## src/rtl/csi_rx_byte_align.sv

```systemverilog
// csi_rx_byte_align: per-lane HS sync hunter and byte aligner in the byte_clock domain.
// Define CSI_RX_SYNC_ERR_TOL_EN to also accept a sync byte with a single bit error.
module csi_rx_byte_align #(
    parameter logic [7:0]  SYNC_PATTERN = 8'hB8,
    parameter int unsigned HUNT_TIMEOUT = 0
) (
    input  logic       byte_clock,
    input  logic       reset,
    input  logic       enable,
    input  logic       wait_for_sync,
    input  logic       packet_done,
    input  logic [7:0] deser_in,
    output logic [7:0] data_out,
    output logic       data_valid,
    output logic [2:0] sync_offset,
    output logic       locked,
    output logic       sync_soft_err,
    output logic       hunt_timeout
);

    typedef enum logic [1:0] {IDLE, HUNT, LOCKED} state_t;

    localparam logic [15:0] TIMEOUT_LAST = 16'(HUNT_TIMEOUT - 1);

    state_t      state;
    logic [7:0]  curr_q;
    logic [7:0]  prev_q;
    logic [15:0] win;
    logic [15:0] hunt_cnt;
    logic [7:0]  exact;
    logic        hit;
    logic        hit_soft;
    logic [2:0]  hit_k;

    function automatic logic [2:0] lowest(input logic [7:0] v);
        lowest = 3'd0;
        for (int k = 7; k >= 0; k--)
            if (v[k]) lowest = 3'(k);
    endfunction

    // prev_q holds the earlier word, so bit 0 of the window is earliest in time
    assign win = {curr_q, prev_q};

    always_comb begin
        exact = '0;
        for (int k = 0; k < 8; k++)
            exact[k] = (win[k +: 8] == SYNC_PATTERN);
    end

`ifdef CSI_RX_SYNC_ERR_TOL_EN
    logic [7:0] near;

    function automatic logic one_bit(input logic [7:0] v);
        one_bit = (v != 8'd0) && ((v & (v - 8'd1)) == 8'd0);
    endfunction

    always_comb begin
        near = '0;
        for (int k = 0; k < 8; k++)
            near[k] = one_bit(win[k +: 8] ^ SYNC_PATTERN);
    end

    // an exact match anywhere beats a 1-bit match at a lower offset
    assign hit      = (|exact) | (|near);
    assign hit_soft = ~(|exact) & (|near);
    assign hit_k    = (|exact) ? lowest(exact) : lowest(near);
`else
    assign hit      = |exact;
    assign hit_soft = 1'b0;
    assign hit_k    = lowest(exact);
`endif

    always_ff @(posedge byte_clock or posedge reset) begin
        if (reset) begin
            state         <= IDLE;
            curr_q        <= '0;
            prev_q        <= '0;
            hunt_cnt      <= '0;
            data_out      <= '0;
            data_valid    <= 1'b0;
            sync_offset   <= '0;
            locked        <= 1'b0;
            sync_soft_err <= 1'b0;
            hunt_timeout  <= 1'b0;
        end else begin
            curr_q        <= deser_in;
            prev_q        <= curr_q;
            hunt_cnt      <= '0;
            data_valid    <= 1'b0;
            sync_soft_err <= 1'b0;
            hunt_timeout  <= 1'b0;
            if (!enable) begin
                state  <= IDLE;
                locked <= 1'b0;
            end else begin
                unique case (state)
                    IDLE: begin
                        if (wait_for_sync) state <= HUNT;
                    end
                    HUNT: begin
                        if (hit) begin
                            state         <= LOCKED;
                            locked        <= 1'b1;
                            sync_offset   <= hit_k;
                            sync_soft_err <= hit_soft;
                        end else begin
                            if (!wait_for_sync) state <= IDLE;
                            if (HUNT_TIMEOUT != 0) begin
                                if (hunt_cnt == TIMEOUT_LAST) begin
                                    hunt_timeout <= 1'b1;
                                end else begin
                                    hunt_cnt <= hunt_cnt + 16'd1;
                                end
                            end
                        end
                    end
                    LOCKED: begin
                        if (packet_done) begin
                            state  <= wait_for_sync ? HUNT : IDLE;
                            locked <= 1'b0;
                        end else begin
                            data_out   <= win[sync_offset +: 8];
                            data_valid <= 1'b1;
                        end
                    end
                    default: begin
                        state  <= IDLE;
                        locked <= 1'b0;
                    end
                endcase
            end
        end
    end

endmodule

```

## config.mk

```make
export PLATFORM = sky130hd
export DESIGN_NAME = csi_rx_byte_align
export DESIGN_NICKNAME = d
export VERILOG_FILES = /design/src/rtl/csi_rx_byte_align.sv
export SDC_FILE = /design/constraint.sdc
export NUM_CORES = 1
export LEC_CHECK = 0
export ABC_AREA = 1
export ABC_CLOCK_PERIOD_IN_PS = 1450
export BUFFER_PORTS_ARGS = -buffer_cell sky130_fd_sc_hd__buf_2
export CAP_MARGIN = 20
export CORE_MARGIN = 4
export CORE_UTILIZATION = 35
export CTS_CLUSTER_DIAMETER = 30
export DETAILED_ROUTE_END_ITERATION = 10
export GPL_TIMING_DRIVEN = 0
export PLACE_DENSITY_LB_ADDON = 0.12
export SYNTH_ARGS = -nofsm -noshare
export SYNTH_HDL_FRONTEND = slang
export SYNTH_SLANG_ARGS = --single-unit
export TNS_END_PERCENT = 100
```

## constraint.sdc

```tcl
create_clock -name byte_clock -period 1.45 [get_ports byte_clock]
set_input_delay 0.145 -clock byte_clock [delete_from_list [all_inputs] [get_ports byte_clock]]
set_output_delay 0.145 -clock byte_clock [all_outputs]
set_load 0.02 [all_outputs]
```

======== Yosys cells after proc, flatten, opt, wreduce, memory -nomap -nowiden ========
Cells that the tools add are included.
W data, S select, Z words.
storage, ports and cells
  output and inout port bits .............. 15
  bits in registers ....................... 31
  input bits .............................. 13
cells by class
  equal/unequal tests ..................... 15
  bitwise operators ....................... 1
  shifts and indexed selects .............. 1
  reductions and logical operators ........ 6
  muxes and demuxes ....................... 22
operator list
  kind                  number
  $eq A8 B8 Y1 const B  8
  $mux W3               8
  $shiftx A16 B4 Y8     1
  $reduce_and A3 Y1     4
  $mux W2               5
  $ne A3 B3 Y1 const B  3
  $reduce_or A8 Y1      1
  $mux W1               7
  $pmux W2 S3           1
  $ne A4 B4 Y1 const B  1
  $pmux W1 S3           1
  $eq A2 B1 Y1 const B  1
  $eq A2 B2 Y1 const B  1
  $logic_not A2 Y1      1
  $ne A2 B2 Y1 const B  1
  $not A1 Y1            1

======== Depth between registers and ports, before layout ========
Gate-level depths: netlist of run 1.
  depth in word-level cells ............... 9
  depth in mapped cells ................... 10

======== Worst setup path before layout of run 1 ========
Ideal clock, no wire load.
  path type ............................... reg-to-reg
  start ................................... register sync_offset[0]
  end ..................................... register data_out[6]
  required time ........................... 1.332 ns
  arrival ................................. 1.242 ns
  library setup time ...................... 0.118 ns
  path slack .............................. 0.090 ns
  cell stages (with the launch flop) ...... 9
  cells stage by stage .................... dfrtp_1 -> buf_6 -> buf_6 -> nand2_1 -> o21ai_0 -> mux2i_1 -> o21ai_0 -> a21oi_1 -> nor2_1
on the way
  longest elaborated chain between the ends .. 1
RTL lines
  element                 RTL line  source
  start, declared         15        output logic [2:0] sync_offset,
  start signal, assigned  104       sync_offset <= hit_k;
  $shiftx A16 B4 Y8       122       data_out <= win[sync_offset +: 8];
  end signal, assigned    122
  end, declared           13        output logic [7:0] data_out,
No other way between the ends.
A chain may end at the register's enable or synchronous reset.

======== Worst setup path after layout of run 1 ========
  start ................................... register sync_offset[0]
  end ..................................... register data_out[5]
The elaborated chain is that of the path after synthesis.

==> results.py, run 1 <==
metrics = {
    "sta": {
        "setup_viol": 0,
        "finalCriticalPeriod_ns": 1.36,
        "grt_setup_unrepaired": "yes",
        "worst_slew_pin_slew_ns": 0.675,
        "fin_ws_ns": 0.0899,
        "relSlewSlack_pct": 54.9,
        "skew_ns": 0.00567,
        "finalHoldViolations": 0,
        "max_clock_freq_mhz": 735,
        "finalCritPeriodShare_pct": 93.8,
        "slew_violations": 0,
    },
    "outcome": {
        "status": "finished, final reports clean",
    },
    "detailed_routing": {
        "drt-initial-drc-count": 61,
        "finalWirelength_mm": 3.81,
        "avgViaCountPerCell": 4.58,
        "drc": 0,
        "wl_per_cell_microns": 11.5,
        "drt_first_pass_iters": 4,
        "ant_nets": 0,
        "vias": 1513,
    },
    "cells_and_area": {
        "final_nets": 290,
        "synthToLayoutAreaGrowth_pct": 29.6,
        "antenna_cells": 0,
        "fin_cells": 330,
        "drive_above_1_share_pct": 27.0,
        "fin_util_pct": 48.3,
    },
    "yosys": {
        "ys_warn_count": 0,
        "yosysUniqueCellTypes": 25,
        "synth.yosys.seq_area_share_pct": 46.3,
        "syn-instance-count": 227,
        "ys_top_cells_by_area": "dfrtp_1, nand2_1, o21ai_0, nor2_1, inv_1",
        "synth_edf_count": 0,
        "synth_flop_cell": "dfrtp_1",
        "synth.top_cell.area_share_pct": 46.3,
        "ys_ff_latch": 31,
        "synth_top_cell_by_area": "dfrtp_1",
        "synthArstFlopShare_pct": 100,
        "postSynthAreaPerCell_sq_um": 7.39,
        "synthesis.area_sq_um": 1680,
    },
    "power": {
        "switching_share_pct": 25.6,
        "ir_drop_mv": 0.407,
        "combPwrFrac_pct": 14.0,
        "intPower_uw": 1460,
        "pwr-share-clk_pct": 37.2,
        "power.density_nw_per_um2": 900,
        "power.leakage_uw": 0.00115,
        "power.switching_uw": 502,
        "seq_power_share_pct": 48.8,
    },
    "place": {
        "portBuffers": 25,
        "hpwl_mm": 2.85,
        "gp_congestion": 0.877,
        "pre_cts_ws_ns": 0.0128,
        "placedCellCount": 306,
    },
    "grt": {
        "grtUsageTotal_pct": 14.0,
        "grt_max_degree": 18,
        "overflow": 0,
        "grt_pass1_wl_mm": 6.65,
        "antenna_found_initial": 0,
        "grt_pass1_vias": 1435,
    },
    "flow_run": {
        "maxCapViolations": 0,
    },
    "floorplanning": {
        "die_h_microns": 77.2,
        "die_x_microns": 77.2,
        "initial_core_util_pct": 37.2,
        "die_area_sq_um": 5960,
        "ioPinCount": 28,
        "core_area_sq_um": 4500,
        "core.rowCount": 24,
    },
    "setup_path": {
        "crit_type": "flop to flop",
        "timing.rr.start": "sync_offset[0]",
        "slowest_delay_ns": 0.39,
        "path_cells": "buf_6, buf_4, o21ai_1, a21oi_1, o21ai_0, nand2_1",
        "cp-end-kind": "flop",
        "crit_slowest_cell": "dfrtp_1",
        "cp-start-kind": "flop",
        "cp.arrival_ns": 1.53,
        "setup.worst_path.start": "sync_offset[0]",
        "cp_max_fo": 10,
        "required_ns": 1.62,
    },
    "cts": {
        "cts_buffer_depth": 2,
        "clk_pin_slew_ns": 0.06,
        "cts.sinks": 31,
        "cts_tree": "yes",
        "h-tree-depth": 2,
        "numCtsBuffers": 5,
        "clk_root_buffer_cell": "clkbuf_8",
        "clock_latency_ns": 0.28,
    },
    "hold_path": {
        "hold_class": "input port to flop",
        "min-delay-start": "wait_for_sync",
    },
}
[repair_timing]
item,in CTS,in global routing
buffers inserted,0,7
endpoints found under the hold margin,22,0
endpoints found under the setup margin,0,11
hold buffers,9,0
resized for setup,0,32
[metal layers]
| layer | up-vias | part of all wire [%] | track usage [%] |
|---|---|---|---|
| met4 | 0 | 1.8 | 4.98 |
| li1 | 810 | - | - |
| met3 | 7 | 4.9 | 3.98 |
| met2 | 36 | 45 | 21.4 |
| met1 | 660 | 48 | 18.7 |
| met5 | - | 0 | 0 |
[placed cells by master (no fill, tap or decap), drive strengths merged]
cell type | Yosys | routed
a21oi | 8 | 8
dlygate4sd3 | 0 | 9
o22ai | 1 | 1
o21ai | 30 | 30
conb | 1 | 2
nor2 | 26 | 26
clkbuf | 1 | 9
dfrtp | 31 | 31
nand2 | 84 | 84
nand3 | 6 | 6
buf | 6 | 39
a31oi | 1 | 1
o211ai | 2 | 2
clkinvlp | 0 | 1
nand4 | 2 | 2
mux2i | 2 | 2
inv | 25 | 25
[worst paths after layout]
check / end / depth (start not counted) / slack, ns
max in group asynchronous: curr_q[0] / 4 / 0.42
worst max-delay path: data_out[5] / 6 / 0.09
worst min-delay path: state[0] / 3 / 0.13
min in group asynchronous: locked / 3 / 0.50
worst max register to register: data_out[5] / 6 / 0.09
worst min register to register: prev_q[7] / 0 / 0.35
[registers in the layout (all words and copies together), names as in the netlist]
name / cells
curr_q: 8
data_out: 8
data_valid: 1
locked: 1
prev_q: 8
state: 2
sync_offset: 3
[cell families (layout without fill, tap and decap cells)]
group,count (synthesis),after routing,synth area share (%)
AO/OA/AOI/OAI,42,42,13.2
buffers and inverters,33,83,9.25
flip-flops,31,31,46.3
multiplexers,2,2,1.19
other,1,2,0.224
AND/OR/NAND/NOR,118,118,29.9
[synth_stat cells (2+ instances only)]
master	n
a21oi_1	8
buf_4	3
buf_6	2
dfrtp_1	31
inv_1	21
inv_2	4
mux2i_1	2
nand2_1	76
nand2_2	7
nand3_1	5
nand4_1	2
nor2_1	24
nor2_4	2
o211ai_1	2
o21ai_0	28
[critical path, delay by kind of cell (launching register included)]
kind	cells	cell delay, ns
flops	1	0.39
compound gates	3	0.49
simple gates	1	0.07
buf+inv	2	0.31
[area by class of cell]
cell class                      instances  area (sq um)
Sequential cell                        31           779
Tap cell                               52          65.1
Timing Repair Buffer                   42           295
Multi-Input combinational cell        164           774
Fill cell                             462          2330
Buffer                                  7          57.6
Clock buffer                            8           100
Inverter                               26           101
[stage by stage]
stage	instance area [sq um]	total power, uW	setup TNS [ns]	hold WS [ns]
finish	2170	1960	0	0.130
global route	2170	2080	-0.139	0.163
CTS	2090	1970	0	0.123
detailed placement	1900	1210	0	0.254
global placement	1870	1200	0	0.253
floorplan	1680	1120	0	0.176
[power groups by stage]
stage	Clock, uW	Combinational (uW)	Sequential, uW
global placement	0	232	969
global route	804	315	962
floorplan	0	146	978
CTS	757	260	952
detailed placement	0	241	968
finish	728	274	955
Power figures use the tool's default switching activity.
==> run 2: changes to the inputs <==
Settings changed: CORE_ASPECT_RATIO set to 0.9.
==> results.py, run 2 (synthesized netlist as in run 1, its figures left out) <==
metrics = {
    "outcome": {
        "status": "finished, final reports clean",
    },
    "cells_and_area": {
        "n_fill_cell": 474,
        "drive_above_1_share_pct": 29.2,
        "antenna_cells": 0,
        "synthToLayoutAreaGrowth_pct": 31.2,
        "fin_cells": 336,
        "largest_registers": "curr_q x8, data_out x8, prev_q x8",
        "seq_area_sq_um": 782,
        "final_area_sq_um": 2200,
        "final_nets": 286,
        "final_common_cell": "nand2_1",
        "final_cell_mix": "nand2_1, buf_2, dfrtp_1, nor2_1, inv_1",
        "multi_input_area_sq_um": 793,
    },
    "setup_path": {
        "critPathMostFrequentCell": "nand2_1",
        "slowest_delay_ns": 0.39,
        "timing.rr.end": "data_out[2]",
        "cp_max_fo": 10,
        "cp-end-kind": "flop",
        "crit_end": "data_out[2]",
        "cp-start-kind": "flop",
        "required_ns": 1.63,
        "crit_type": "flop to flop",
        "crit_slowest_cell": "dfrtp_1",
        "setup.worst_path.start": "sync_offset[0]",
        "timing.rr.start": "sync_offset[0]",
        "r2r_slack_ns": 0.06,
        "r2r_cells": 9,
        "path_cells": "buf_6, buf_6, nand2_1, o21ai_2, mux2i_1, buf_4, o21ai_0, nand2_1, nand2_1",
        "cp.arrival_ns": 1.57,
    },
    "sta": {
        "skew_ns": 0.00929,
        "grt_setup_unrepaired": "yes",
        "relSlewSlack_pct": 56.1,
        "finalHoldViolations": 0,
        "worst_slew_pin_slew_ns": 0.658,
        "finalCriticalPeriod_ns": 1.39,
        "finalCritPeriodShare_pct": 95.8,
        "slew_violations": 0,
        "max_clock_freq_mhz": 720,
        "setup_viol": 0,
    },
    "power": {
        "power.leakage_uw": 0.00114,
        "power.density_nw_per_um2": 967,
        "ir_drop_mv": 0.446,
    },
    "cts": {
        "h-tree-depth": 2,
        "clk_pin_slew_ns": 0.07,
        "clock_latency_ns": 0.29,
        "clk_root_buffer_cell": "clkbuf_8",
        "cts_buffer_depth": 2,
        "cts_tree": "yes",
        "numCtsBuffers": 5,
        "cts.sinks": 31,
    },
    "detailed_routing": {
        "finalWirelength_mm": 4.00,
        "wl_per_cell_microns": 11.9,
        "avgViaCountPerCell": 4.57,
        "drc": 0,
        "vias": 1536,
        "drt-initial-drc-count": 65,
        "ant_nets": 0,
        "drt_first_pass_iters": 4,
    },
    "grt": {
        "grt_max_degree": 18,
        "grt_util_met3_pct": 3.92,
        "grtUsageTotal_pct": 15.1,
        "grt_pass1_wl_mm": 6.82,
        "grt_pass1_vias": 1442,
        "overflow": 0,
        "met2_usage_pct": 22.2,
        "busiest_layer": "met2",
        "antenna_found_initial": 0,
        "grtUsageMet1_pct": 21.4,
    },
    "place": {
        "placedCellCount": 316,
        "hpwl_mm": 2.98,
        "place_area_sq_um": 1910,
        "portBuffers": 25,
        "gp_congestion": 0.853,
    },
    "floorplanning": {
        "die_x_microns": 81.0,
        "core_area_sq_um": 4550,
        "ioPinCount": 28,
        "core.rowCount": 23,
        "die_area_sq_um": 5960,
        "initial_core_util_pct": 36.9,
        "die_h_microns": 73.7,
    },
    "flow_run": {
        "maxCapViolations": 0,
    },
    "hold_path": {
        "hold_class": "input port to flop",
    },
}
-- run 2: cell count changes in the layout (fill, tap and decap cells not counted), sizes merged --
cell / previous run / this run
bufinv: 0 / 1
buf: 39 / 35
clkinv: 0 / 1
clkbuf: 9 / 7
-- run 2: where the power goes --
part           internal [uW]  switching, uW  total, uW
sequential               910           50.3        960
combinational            111            162        272
clock                    556            338        894
total                   1580            550       2130
-- run 2: worst min-delay path by stage --
stage | depth (start not counted) | from | slack, ns | to
2_1_floorplan | 0 | deser_in[0] | 0.18 | curr_q[0]
3_3_place_gp | 1 | deser_in[7] | 0.25 | curr_q[7]
4_1_cts | 3 | wait_for_sync | 0.12 | state[0]
5_1_grt | 3 | wait_for_sync | 0.14 | state[0]
6_report | 3 | wait_for_sync | 0.12 | state[0]
3_5_place_dp | 1 | deser_in[4] | 0.25 | curr_q[4]
-- run 2: area by class of cell --
cell class / count / share of cell area (%)
Buffer: 7 / 2.62
Clock inverter: 2 / 1.59
Multi-Input combinational cell: 164 / 36.1
Timing Repair Buffer: 38 / 12.1
Inverter: 26 / 4.84
Sequential cell: 31 / 35.6
Clock buffer: 6 / 3.75
Tap cell: 62 / 3.53
-- run 2: routing by layer --
layer  part of all wire [%]  routed length (microns)  vias up
li1                       -                        -      804
met1                     49                     1970      701
met2                     45                     1790       26
met3                    4.8                      191        5
met4                    1.1                       42        0
met5                      0                        0        -
-- run 2: through the flow --
| step | total power, uW | TNS (ns) | util, % | hold slack [ns] | worst slack (ns) |
|---|---|---|---|---|---|
| finish | 2130 | 0 | 48.4 | 0.120 | 0.0615 |
| global route | 2240 | -0.161 | 48.4 | 0.136 | -0.0603 |
| CTS | 2120 | 0 | 46.6 | 0.118 | 0.00110 |
| detailed placement | 1210 | -0.0000600 | 42.0 | 0.254 | -0.0000600 |
| global placement | 1200 | -0.0206 | 41.4 | 0.253 | -0.0206 |
| floorplan | 1120 | 0 | - | 0.176 | 0.0904 |
-- run 2: timing repair --
action | 4_1_cts | 5_1_grt
hold buffers | 9 | 0
pin swaps | 0 | 9
hold endpoints to repair | 22 | 0
buffers inserted | 0 | 3
resized for setup | 1 | 38
setup endpoints to repair | 1 | 11
-- run 2: worst max-delay path, delay by kind of cell, from the launching register on --
kind	cells	cell delay, ns
AND/OR/NAND/NOR	3	0.17
buffers and inverters	3	0.41
multiplexers	1	0.18
AO/OA/AOI/OAI	2	0.13
flip-flops	1	0.39
==> run 3: changes to the inputs <==
Settings changed: ABC_CLOCK_PERIOD_IN_PS 1450 to 1500.
Clock period 1.45 ns to 1.5 ns, I/O delays scaled along.
==> results.py, run 3 (synthesized netlist as in run 1, its figures left out) <==
metrics = {
    "hold_path": {
        "min-delay-start": "wait_for_sync",
        "hold_class": "input port to flop",
    },
    "sta": {
        "grt_setup_unrepaired": "yes",
        "relSlewSlack_pct": 55.9,
        "finalCriticalPeriod_ns": 1.39,
        "finalHoldViolations": 0,
        "skew_ns": 0.00968,
        "worst_slew_pin_slew_ns": 0.661,
        "finalCritPeriodShare_pct": 92.9,
        "slew_violations": 0,
        "setup_viol": 0,
        "max_clock_freq_mhz": 717,
    },
    "setup_path": {
        "path_cells": "buf_6, buf_6, inv_1, a21oi_1, o21ai_0, o21ai_1, a21oi_1, nor2_1",
        "crit_slowest_cell": "dfrtp_1",
        "slowest_delay_ns": 0.39,
        "cp_max_fo": 10,
        "cp.arrival_ns": 1.56,
        "cp-start-kind": "flop",
        "crit_type": "flop to flop",
        "required_ns": 1.67,
        "setup.worst_path.start": "sync_offset[0]",
        "timing.rr.start": "sync_offset[0]",
        "cp-end-kind": "flop",
    },
    "cts": {
        "cts_buffer_depth": 2,
        "numCtsBuffers": 5,
        "clock_latency_ns": 0.29,
        "cts_tree": "yes",
        "clk_pin_slew_ns": 0.07,
        "cts.sinks": 31,
        "h-tree-depth": 2,
        "clk_root_buffer_cell": "clkbuf_8",
    },
    "place": {
        "hpwl_mm": 2.98,
        "gp_congestion": 0.853,
        "portBuffers": 25,
        "placedCellCount": 316,
        "place_area_sq_um": 1910,
    },
    "detailed_routing": {
        "avgViaCountPerCell": 4.57,
        "drt-initial-drc-count": 54,
        "drc": 0,
        "ant_nets": 0,
        "finalWirelength_mm": 3.94,
        "wl_per_cell_microns": 11.8,
        "vias": 1530,
        "drt_first_pass_iters": 4,
    },
    "grt": {
        "busiest_layer": "met2",
        "antenna_found_initial": 0,
        "met2_usage_pct": 22.2,
        "grtUsageMet1_pct": 21.4,
        "grt_pass1_wl_mm": 6.82,
        "grt_util_met3_pct": 3.92,
        "overflow": 0,
        "grtUsageTotal_pct": 15.1,
        "grt_pass1_vias": 1442,
        "grt_max_degree": 18,
    },
    "outcome": {
        "status": "finished, final reports clean",
    },
    "power": {
        "ir_drop_mv": 0.448,
        "power.leakage_uw": 0.00113,
        "power.total_uw": 2040,
        "power.density_nw_per_um2": 949,
    },
    "cells_and_area": {
        "final_common_cell": "nand2_1",
        "fin_cells": 335,
        "antenna_cells": 0,
        "drive_above_1_share_pct": 24.9,
        "synthToLayoutAreaGrowth_pct": 28.1,
        "n_fill_cell": 474,
        "final_area_sq_um": 2150,
        "final_nets": 285,
        "fin_util_pct": 47.2,
        "final_cell_mix": "nand2_1, dfrtp_1, buf_2, nor2_1, inv_1",
        "largest_registers": "curr_q x8, data_out x8, prev_q x8",
    },
    "flow_run": {
        "maxCapViolations": 0,
    },
    "floorplanning": {
        "core_area_sq_um": 4550,
        "ioPinCount": 28,
        "initial_core_util_pct": 36.9,
        "die_h_microns": 73.7,
        "core.rowCount": 23,
        "die_area_sq_um": 5960,
        "die_x_microns": 81.0,
    },
}
run 3: cell count changes in the layout (fill, tap and decap cells not counted), moves of 2 or more:
| cell | before | now |
|---|---|---|
| inv_2 | 4 | 6 |
| inv_4 | 2 | 0 |
| nand2_1 | 72 | 74 |
| nand2_2 | 11 | 9 |
| nor2_1 | 20 | 24 |
| nor2_2 | 4 | 0 |
| o21ai_0 | 12 | 18 |
| o21ai_1 | 15 | 11 |
| o21ai_2 | 3 | 1 |
run 3: worst paths after layout:
path	end	slack [ns]	cells past startpoint
max reg2reg	data_out[6]	0.11	8
min in group asynchronous	locked	0.50	3
max	data_out[6]	0.11	8
min reg2reg	prev_q[7]	0.36	0
min	state[0]	0.13	3
max in group asynchronous	curr_q[1]	0.48	4
run 3: cell type report:
class,count,area [sq um],share of cell area [%]
Buffer,7,57.6,2.68
Clock buffer,6,82.6,3.85
Clock inverter,2,35.0,1.63
Inverter,26,101,4.72
Multi-Input combinational cell,164,754,35.1
Sequential cell,31,781,36.4
Tap cell,62,77.6,3.61
Timing Repair Buffer,37,258,12.0
run 3: worst max-delay path: cells and delay by family (launching register included):
| kind | cells | cell delay (ns) |
|---|---|---|
| compound gates | 4 | 0.47 |
| buf+inv | 3 | 0.36 |
| flops | 1 | 0.39 |
| simple gates | 1 | 0.05 |
run 3: layer usage:
layer  vias to the layer above  share of wire [%]
met2                        24                 43
met5                         -                  0
met1                       700                 51
li1                        800                  -
met3                         6                4.4
met4                         0                1.4
run 3: timing repair:
| action | in CTS | in global routing |
|---|---|---|
| setup endpoints to repair | 0 | 9 |
| setup buffers | 0 | 2 |
| gates resized for setup | 0 | 19 |
| hold endpoints to repair | 22 | 0 |
| hold buffers | 9 | 0 |
run 3: where the power goes:
group	switching, uW	internal (uW)
Clock	324	537
Combinational	150	102
Sequential	45.9	879
run 3: per-stage QoR:
stage | hold slack [ns] | TNS, ns | worst slack (ns)
after global routing | 0.142 | -0.00219 | -0.00188
after floorplan | 0.181 | 0 | 0.140
after global placement | 0.258 | 0 | 0.0294
after detailed placement | 0.259 | 0 | 0.0499
after CTS | 0.123 | 0 | 0.0242
final | 0.128 | 0 | 0.106
